==> src/rtl/booth_r4_pp_gen.sv <==
// booth_r4_pp_gen
//  Sequential radix-4 modified-Booth encoder / partial-product generator.
//  One signed md x mr pair is accepted in IDLE; the N/2 Booth partial
//  products are then emitted one per pp handshake. Each pp is sign-extended
//  to 2N bits and pre-shifted by 2*pp_idx, so their modulo-2^(2N) sum is md*mr.
//  Optional feature macro: ZERO_SKIP_EN (suppress zero digits except the last).
module booth_r4_pp_gen #(
  parameter  int N    = 64,
  localparam int IDXW = $clog2(N/2)
) (
  input  logic                 clk,
  input  logic                 reset,
  input  logic                 in_valid,
  output logic                 in_ready,
  input  logic signed [N-1:0]  md,
  input  logic signed [N-1:0]  mr,
  output logic                 pp_valid,
  input  logic                 pp_ready,
  output logic [2*N-1:0]       pp,
  output logic [IDXW-1:0]      pp_idx,
  output logic                 pp_last
);

  localparam int NDIG = N / 2;
  localparam int WW   = N + 1;

  typedef enum logic {IDLE, GEN} state_t;

  state_t              state;
  logic signed [N-1:0] md_p0;
  logic [WW-1:0]       win_p0;

  logic                accept;
  logic                adv;
  logic                done;
  logic [WW-1:0]       base_win;
  logic signed [N-1:0] base_md;
  int                  base_k;
  int                  ofs;
  logic [WW-1:0]       nxt_win;
  int                  nxt_k;
  logic [2*N-1:0]      nxt_pp;

  // Booth digit value at N+2 bits so that -2*(-2^(N-1)) still fits
  function automatic logic signed [N+1:0] booth_digit(input logic signed [N-1:0] m,
                                                      input logic [2:0] b);
    logic signed [N+1:0] m_ext;
    logic signed [N+1:0] d;
    m_ext = {{2{m[N-1]}}, m};
    case (b)
      3'b001, 3'b010: d = m_ext;
      3'b011:         d = m_ext <<< 1;
      3'b100:         d = -(m_ext <<< 1);
      3'b101, 3'b110: d = -m_ext;
      default:        d = '0;
    endcase
    return d;
  endfunction

  // Sign-extend the digit value to 2N bits and weight it by 4^k
  function automatic logic [2*N-1:0] pp_value(input logic signed [N-1:0] m,
                                              input logic [2:0] b,
                                              input int k);
    logic signed [N+1:0]   d;
    logic signed [2*N-1:0] ext;
    d   = booth_digit(m, b);
    ext = {{(N-2){d[N+1]}}, d};
    return ext << (2 * k);
  endfunction

`ifdef ZERO_SKIP_EN
  function automatic logic is_zero_digit(input logic [2:0] b);
    return (b == 3'b000) || (b == 3'b111);
  endfunction

  // Distance (in digits) from the current window position to the next digit
  // to emit: first non-zero digit at or beyond first_ofs, else the last digit.
  // Scanned downwards so the nearest qualifying digit wins.
  function automatic int skip_ofs(input logic [WW-1:0] w, input int k, input int first_ofs);
    int r;
    r = NDIG - 1 - k;
    for (int d = NDIG - 1; d >= 0; d--) begin
      if (d >= first_ofs && (k + d) <= NDIG - 1 && !is_zero_digit(w[2*d +: 3]))
        r = d;
    end
    return r;
  endfunction
`endif

  assign in_ready = (state == IDLE);

  // Select the source window/index and compute the next digit to present
  always_comb begin
    accept   = (state == IDLE) && in_valid;
    adv      = (state == GEN) && pp_valid && pp_ready && !pp_last;
    done     = (state == GEN) && pp_valid && pp_ready && pp_last;
    base_win = accept ? {mr, 1'b0} : win_p0;
    base_md  = accept ? md : md_p0;
    base_k   = accept ? 0 : int'(pp_idx);
`ifdef ZERO_SKIP_EN
    ofs      = skip_ofs(base_win, base_k, accept ? 0 : 1);
`else
    ofs      = accept ? 0 : 1;
`endif
    nxt_win  = base_win >> (2 * ofs);
    nxt_k    = base_k + ofs;
    nxt_pp   = pp_value(base_md, nxt_win[2:0], nxt_k);
  end

  // Control FSM plus registered operand, window and pp outputs
  always_ff @(posedge clk or negedge reset) begin
    if (!reset) begin
      state    <= IDLE;
      md_p0    <= '0;
      win_p0   <= '0;
      pp_valid <= 1'b0;
      pp       <= '0;
      pp_idx   <= '0;
      pp_last  <= 1'b0;
    end else if (accept || adv) begin
      // stage p0: window advances, next digit registered onto the pp outputs
      state    <= GEN;
      if (accept) md_p0 <= md;
      win_p0   <= nxt_win;
      pp_valid <= 1'b1;
      pp       <= nxt_pp;
      pp_idx   <= IDXW'(nxt_k);
      pp_last  <= (nxt_k == NDIG - 1);
    end else if (done) begin
      state    <= IDLE;
      pp_valid <= 1'b0;
      pp_last  <= 1'b0;
    end
  end

endmodule

==> config.mk <==
export PLATFORM = sky130hd
export DESIGN_NAME = booth_r4_pp_gen
export DESIGN_NICKNAME = d
export VERILOG_FILES = /design/src/rtl/booth_r4_pp_gen.sv
export SDC_FILE = /design/constraint.sdc
export NUM_CORES = 1
export LEC_CHECK = 0
export ABC_AREA = 1
export CORE_UTILIZATION = 45
export CTS_CLUSTER_SIZE = 10
export DETAILED_ROUTE_END_ITERATION = 7
export MAX_ROUTING_LAYER = met4
export PLACE_DENSITY = 0.67
export RECOVER_POWER = 25
export SLEW_MARGIN = 20
export SYNTH_ARGS = -nofsm -noshare
export SYNTH_HDL_FRONTEND = slang
export SYNTH_SLANG_ARGS = --single-unit
==> constraint.sdc <==
create_clock -name clk -period 7.5 [get_ports clk]
set_clock_uncertainty 0.2 [all_clocks]
set_input_delay 0.75 -clock clk [delete_from_list [all_inputs] [get_ports clk]]
set_output_delay 0.75 -clock clk [all_outputs]
set_load 0.005 [all_outputs]
# After elaboration in Yosys (flattened, before gate mapping)
# Index checks and enable logic that the tools add are counted.
# totals
reg_bits,264
inputBits,132
elab_cells,36
# classes
n_addsub,3
eq_ne,7
shift,2
muxes,8
bitwise_logic,1
reduce_logical,9
# op_table
op,n
66-bit case mux with 4 select lines,1
128-bit by 7-bit << shifter with 128-bit output,1
64-bit negation with 66-bit output,1
65-bit negation with 66-bit output,1
65-bit two-way mux,1
65-bit by 2-bit >> shifter with 65-bit output,1
64-bit two-way mux,1
"3-bit == test, second input constant",3
5-bit by 1-bit adder with 6-bit output,1
"3-bit by 2-bit == test with 1-bit output, second input constant",2
"6-bit by 5-bit == test with 1-bit output, second input constant",1
5-bit two-way mux,1
1-bit logical AND,4
1-bit two-way mux,4
2-bit OR reduction,2
"3-bit by 1-bit == test with 1-bit output, second input constant",1
2-bit nonzero test,1
1-bit zero test,1
1-bit logical OR,1
1-bit inverter,1

# Longest topological paths before layout
# Gate-level depths: netlist of the first run.
# depth
depth_word,8
mapped_depth,28

# Least setup slack after synthesis of the first run
# OpenSTA, ideal clock, no wires.
# synth_path
path_type,input-to-reg
start,input port in_valid
end,register pp[67]
t_arrival_ns,3.666
required_ns,7.223
slack_ns,3.556
path_stages,20
n_path_buf,7
path_cell_list,inv_1 > nor2_2 > buf_2 > buf_6 > clkbuf_1 > buf_1 > nor2_1 > ha_1 > clkbuf_1 > inv_1 > clkbuf_1 > buf_1 > nand2_1 > nor2_1 > nand2_1 > nor2_1 > inv_1 > o21ai_0 > inv_1 > a21oi_1
# synth_lines
item,line,text
from (decl),13,"input logic in_valid,"
to (signal assigned),126,pp <= nxt_pp;
to (decl),19,"output logic [2*N-1:0] pp,"

# Final worst setup path of the first run
# layout_path
start,register state
end,register pp[102]
# layout_via
elab_chain_len,8
# layout_lines
item,line,text
from (decl),29,state_t state;
from (signal assigned),113,state <= IDLE;
from (signal assigned),122,state <= GEN;
from (signal assigned),130,state <= IDLE;
branches (longest 8 deep; another with 65-bit negation with 66-bit output),n/a,
# Parallel ways; which one is timed is not known.
# A chain may end at the register's enable or synchronous reset.

==> results.yml, run 1 <==
outcome:
  status: "finished with violations"
  violations: "DRC, capacitance limit, slew limit"
timing:
  hold_violations: 0
  slew_violations: 198
  fmax_ghz: 0.173
  tns_ps: 0
  finalCriticalPeriod_ps: 5770
  setup_viol: 0
  hold_ws_ps: 273
  finalCritPeriodShare_pct: 77.0
  tightest_slew_ps: 3420
  grt_setup_unrepaired: "false"
  relSlewSlack_pct: -128
grt:
  grt_pass1_vias: 23100
  antenna_found_initial: 1
  grt_overflow: 0
  grt_max_degree: 125
  grt_pass1_wl_um: 137000
  grt_usage_pct: 39.6
logic_synthesis:
  syn_inst: 3353
  syn_nets: 3487
  yosys_warnings: 0
  synth_cell_type_count: 41
  synthFlopType: "dfrtp_1"
  synth_area_per_cell_um2: 6.11
  netlist.area_leader.share_pct: 32.0
  synth_top_cell_by_area: "dfrtp_1"
  synth_area_um2: 20500
  synth-seq-cells: 262
  async_reset_ff_share_pct: 100
  seq_area_frac_synth_pct: 32.0
  synth.area.top_cells: "dfrtp_1 (32%), nand2_1 (22%), nand3_1 (18%)"
  synth_edf_count: 0
die:
  ios: 268
  fp.dieW_um: 215
  core_region_area_um2: 44600
  die_h_um: 215
  initial_core_util_pct: 46.0
  num_rows: 77
  die_area_um2: 46400
final_layout:
  n_fill_cell: 4493
  drive_gt1_share_pct: 4.36
  final_nets: 3611
  syn_to_final_growth_pct: 18.2
critical_path:
  critical-path-max-stage-delay_ps: 810
  critical_path_class: "flip-flop to flip-flop"
  required_ps: 7790
  end_kind: "flip-flop"
  critPathLaunchType: "flip-flop"
  cp.arrival_ps: 6060
  slowest_stage: "inv_2"
  cp_common_cell: "inv_2"
  crit_fanout: 115
  crit_chain: "inv_2 > nand2_8 > nand2_1 > o21ai_2 > inv_2 > nand3_1 > inv_2 > a21oi_1 > nand3_1 > o21ai_0 > or2_0 > o21ai_1 > inv_2 > nor3_1 > o211ai_1 > nand3_1"
  crit_buf_inv: 4
  crit_family: "simple AND/OR/NAND/NOR gates"
clocking:
  max-clock-path-buffers: 3
  cts.sinks: 262
  cts_tree: "built"
  cts_inserted_buffers: 34
  cts.clk_slew.worst_paths_ps: 60
  clock-root-buffer: "clkbuf_16"
  clk-insertion-delay-late_ps: 570
  htree_num_levels: 2
detailed_routing:
  vias: 24300
  vias_per_cell: 5.95
  ant_nets: 0
  drt_iter0_markers: 2748
  route.detailed.drc: 11
  drt-wirelength-per-cell_um: 21.9
  finalWirelength_um: 89600
  dr.pass1.iters: 8
placed_design:
  dp_hpwl_um: 68300
  io_buffers: 267
  place.gp.congestion: 1.04
job:
  maxCapViolCount: 3
power:
  p_leak_nw: 11.5
  ir_worst_vdd_uv: 302
  p_per_area_nw_per_um2: 551
min_path:
  hold_path.class: "flip-flop to flip-flop"
-- synth_stat cells (11+ instances only) --
cell type	count
o22ai_1	60
nor2_1	296
buf_2	59
nand4_1	89
nand3b_1	19
xor2_1	15
dfrtp_1	262
o21ai_0	42
clkbuf_1	87
a21oi_1	36
o21ai_1	30
a31oi_1	65
nor2_2	21
inv_2	14
nand2_2	17
nand2_1	1189
a32o_1	11
buf_4	11
inv_1	196
nand3_1	732
buf_1	40
-- power breakdown --
part / total, W / internal [W] / switching, W
clock: 0.00151 / 0.000853 / 0.000662
combinational: 0.00939 / 0.00276 / 0.00663
sequential: 0.00244 / 0.00205 / 0.000396
total: 0.0133 / 0.00566 / 0.00769
-- cell type report --
type / instances / area, um^2 / share of cell area (%)
Multi-Input combinational cell: 2671 / 12200 / 50.5
Sequential cell: 262 / 6560 / 27.1
Timing Repair Buffer: 296 / 2910 / 12.0
Clock buffer: 42 / 901 / 3.72
Inverter: 212 / 800 / 3.30
Tap cell: 592 / 741 / 3.06
Clock inverter: 7 / 86.3 / 0.356
Antenna cell: 1 / 2.50 / 0.0103
-- tightest hold or removal path, delay by kind of cell (launching register included) --
kind / cells / cell delay (ps)
and+or+nand+nor: 2 / 100
DFF: 1 / 340
-- stage by stage --
stage	worst slack, ps	util [%]	power (W)	std cells	instance area, um^2
after detailed placement	1510	52.1	0.0116	4032	23200
after global routing	1340	54.3	0.0143	4083	24200
after CTS	1500	54.3	0.0132	4082	24200
final	1730	54.3	0.0133	4083	24200
after global placement	1730	52.1	0.0115	4032	23200
after floorplan	3560	-	0.00816	3353	20500
-- flip-flops by register name, summed over array words and instances (netlist names) --
name     flops
pp         128
md_p0       64
win_p0      63
pp_idx       5
pp_last      1
state        1
-- cells by family (layout without fill, tap and decap cells) --
logic type	after synthesis	in the layout	synth area share [%]
AND/OR/NAND/NOR	2388	2388	50.7
adder cells (fa/ha/maj)	2	2	0.122
flip-flops	262	262	32.0
other	0	1	0
AO/OA/AOI/OAI	264	264	7.75
buffers and inverters	420	557	8.67
XOR/XNOR	15	15	0.641
multiplexers	2	2	0.0977
-- cell usage in the layout, fill, tap and decap left out, types with 11 or more instances in the layout --
| master | netlist | final |
|---|---|---|
| nand2_1 | 1189 | 1188 |
| o21ai_0 | 42 | 42 |
| inv_1 | 196 | 195 |
| inv_2 | 14 | 14 |
| xor2_1 | 15 | 14 |
| o21ai_1 | 30 | 29 |
| nor2_2 | 21 | 21 |
| clkdlybuf4s50_1 | 0 | 177 |
| nand3b_1 | 19 | 19 |
| clkbuf_16 | 0 | 34 |
| nor2_1 | 296 | 293 |
| o22ai_1 | 60 | 60 |
| dfrtp_1 | 262 | 262 |
| buf_4 | 11 | 23 |
| nand3_1 | 732 | 732 |
| a32o_1 | 11 | 11 |
| nand4_1 | 89 | 89 |
| a31oi_1 | 65 | 65 |
| a21oi_1 | 36 | 36 |
| nand2_2 | 17 | 18 |
| dlygate4sd3_1 | 0 | 89 |
-- path summary, 6_finish.rpt --
| kind | start | end | slack (ps) | cells past startpoint |
|---|---|---|---|---|
| worst max-delay path | state$_DFFE_PN0P_ | pp[102]$_DFFE_PN0P_ | 1730 | 16 |
| worst min-delay path | pp[52]$_DFFE_PN0P_ | pp[52]$_DFFE_PN0P_ | 270 | 2 |
| worst max register to register | state$_DFFE_PN0P_ | pp[102]$_DFFE_PN0P_ | 1730 | 16 |
| worst min register to register | pp[52]$_DFFE_PN0P_ | pp[52]$_DFFE_PN0P_ | 270 | 2 |
| max in group asynchronous | reset | pp[46]$_DFFE_PN0P_ | 2190 | 3 |
| min in group asynchronous | reset | md_p0[6]$_DFFE_PN0P_ | 1680 | 2 |
-- what timing repair did --
action / 4_1_cts / 5_1_grt
hold buffers: 1 / 0
gates resized for setup: 0 / 0
hold endpoints to repair: 60 / 0
buffers inserted: 0 / 0
-- per-layer routing --
layer / track usage (%) / part of all wire (%) / vias to the layer above
li1: - / - / 11400
met1: 50.9 / 41 / 11500
met2: 63.4 / 47 / 1202
met3: 6.51 / 8.7 / 188
met4: 13.1 / 3.4 / 0
met5: - / 0 / -
No activity file was read; power rests on OpenSTA's default activity.
==> run 2, diff against run 1 <==
- PLACE_DENSITY: 0.67 -> 0.7
- clock period: 7.5 -> 5.2 ns (I/O delays scaled with it)
==> run 2 against run 1 <==
Net effect: sequential cell count unchanged; final area up 0.32%; highest routed layer unchanged; power up 46%; largest power group unchanged; combinational power up 49%; the run still ends with DRC, capacitance limit, slew limit left; worst setup slack worse by 1300 ps; utilization up 0.17 points; final cell count up 0.47%.
==> results.yml, run 2 (synthesized netlist as in run 1, its figures left out) <==
timing:
  tns_ps: 0
  hold_violations: 0
  finalCritPeriodShare_pct: 92.6
  tightest_slew_ps: 2680
  finalCriticalPeriod_ps: 4810
  setup_viol: 0
  slew_violations: 105
  grt_setup_unrepaired: "false"
  relSlewSlack_pct: -78.8
  fmax_ghz: 0.208
  hold_ws_ps: 181
grt:
  grt_max_degree: 127
  met2_usage_pct: 62.8
  grt_usage_pct: 40.4
  grt_overflow: 0
  grt_use_met3_pct: 7.99
  grt_pass1_wl_um: 140000
  grt_pass1_vias: 23300
  grt_use_met1_pct: 52.2
  antenna_found_initial: 4
  grt.busiest_layer: "met2"
detailed_routing:
  ant_nets: 0
  finalWirelength_um: 92500
  route.detailed.drc: 7
  dr.pass1.iters: 8
  vias: 24800
  drt-wirelength-per-cell_um: 22.5
  vias_per_cell: 6.05
  drt_iter0_markers: 3348
placed_design:
  dp_hpwl_um: 70800
  place.gp.congestion: 1.03
  io_buffers: 267
clocking:
  max-clock-path-buffers: 3
  clk-insertion-delay-late_ps: 610
  clock-root-buffer: "clkbuf_16"
  cts.sinks: 262
  cts.clk_slew.worst_paths_ps: 60
  cts_tree: "built"
  cts_inserted_buffers: 31
  htree_num_levels: 1
  postCtsSetupBuffers: 0
critical_path:
  critical_path_class: "flip-flop to flip-flop"
  cp.arrival_ps: 5140
  end_kind: "flip-flop"
  crit_fanout: 47
  required_ps: 5530
  critPathLaunchType: "flip-flop"
die:
  num_rows: 77
  fp.dieW_um: 215
  die_area_um2: 46400
  initial_core_util_pct: 46.0
  die_h_um: 215
  ios: 268
  core_region_area_um2: 44600
power:
  combPwrFrac_pct: 71.5
  p_switching_w: 0.0113
  clockPowerShare_pct: 10.2
  p_per_area_nw_per_um2: 803
  power_frac_seq_pct: 18.3
  internal-power_w: 0.00822
  ir_worst_vdd_uv: 580
  p_leak_nw: 11.4
  swShare_pct: 57.9
min_path:
  hold_path.class: "input port to flip-flop"
final_layout:
  top_register: "pp"
  drive_gt1_share_pct: 4.68
  reg_top3: "pp x128, md_p0 x64, win_p0 x63"
  final_nets: 3630
  mostFrequentLayoutCell: "nand2_1"
  syn_to_final_growth_pct: 18.6
  largest_register_ffs: 128
  utilization_pct: 54.5
  n_fill_cell: 4385
  mostFrequentLayoutCells: "nand2_1 (1,190), nand3_1 (732), nor2_1 (293), clkdlybuf4s50_1 (265), dfrtp_1 (262)"
outcome:
  status: "finished with violations"
  violations: "DRC, capacitance limit, slew limit"
job:
  maxCapViolCount: 1
[run 2: per-stage QoR]
step	std cells	setup WS [ps]	instance area [um^2]	total power [W]
floorplan	3353	1490	20500	0.0118
global placement	4054	584	23400	0.0169
detailed placement	4054	553	23400	0.0169
CTS	4099	542	24300	0.0190
global route	4102	103	24300	0.0207
finish	4102	387	24300	0.0195
[run 2: worst paths after layout]
kind                                         from                      to  slack [ps]  cells after the start
setup / recovery                state$_DFFE_PN0P_      pp[87]$_DFFE_PN0P_         390                     19
hold / removal                           in_valid    md_p0[5]$_DFFE_PN0P_         180                      3
setup reg to reg                state$_DFFE_PN0P_      pp[87]$_DFFE_PN0P_         390                     19
hold reg to reg            win_p0[64]$_DFFE_PN0P_  win_p0[64]$_DFFE_PN0P_         270                      2
max in group asynchronous                   reset   md_p0[61]$_DFFE_PN0P_        2120                      2
min in group asynchronous                   reset       state$_DFFE_PN0P_        1090                      2
[run 2: layer usage]
layer,part of all wire (%),routed length (um)
met1,41,37700
met2,46,42200
met3,9.7,8950
met4,3.9,3640
met5,0,0
[run 2: critical path, stage by stage (launching register included)]
cell and delay [ps]:
dfrtp_1 540, inv_2 210, nand2_4 430, buf_4 260, nand2_1 60, nand2_1 190, nand2_1 100, nor2_1 280
nand3_1 270, o21ai_0 520, nand3_1 170, nand3_1 120, nand2_1 60, nand2_1 130, nand2_1 80, nand3_1 150
nand3_1 200, nand3_1 180, nand3_1 310, a21oi_1 260
[run 2: power groups by stage]
| stage | combinational, W | sequential [W] | clock, W |
|---|---|---|---|
| finish | 0.0140 | 0.00357 | 0.00199 |
| global route | 0.0150 | 0.00364 | 0.00208 |
| CTS | 0.0135 | 0.00355 | 0.00198 |
| detailed placement | 0.0134 | 0.00356 | 0 |
| global placement | 0.0133 | 0.00354 | 0 |
| floorplan | 0.00837 | 0.00341 | 0 |
[run 2: layout make-up]
cell class | count | area, um^2 | share of cell area [%]
diodes | 3 | 7.51 | 0.0309
clock buffers | 42 | 827 | 3.40
clock inverters | 2 | 28.8 | 0.118
inverters | 212 | 798 | 3.28
multi-input cells | 2671 | 12200 | 50.3
flip-flops and latches | 262 | 6560 | 27.0
well taps | 592 | 741 | 3.05
repair buffers | 318 | 3120 | 12.9
[run 2: timing repair]
action | 4_1_cts | 5_1_grt
hold endpoints to repair | 104 | 0
gates resized for setup | 0 | 0
hold buffers | 1 | 0
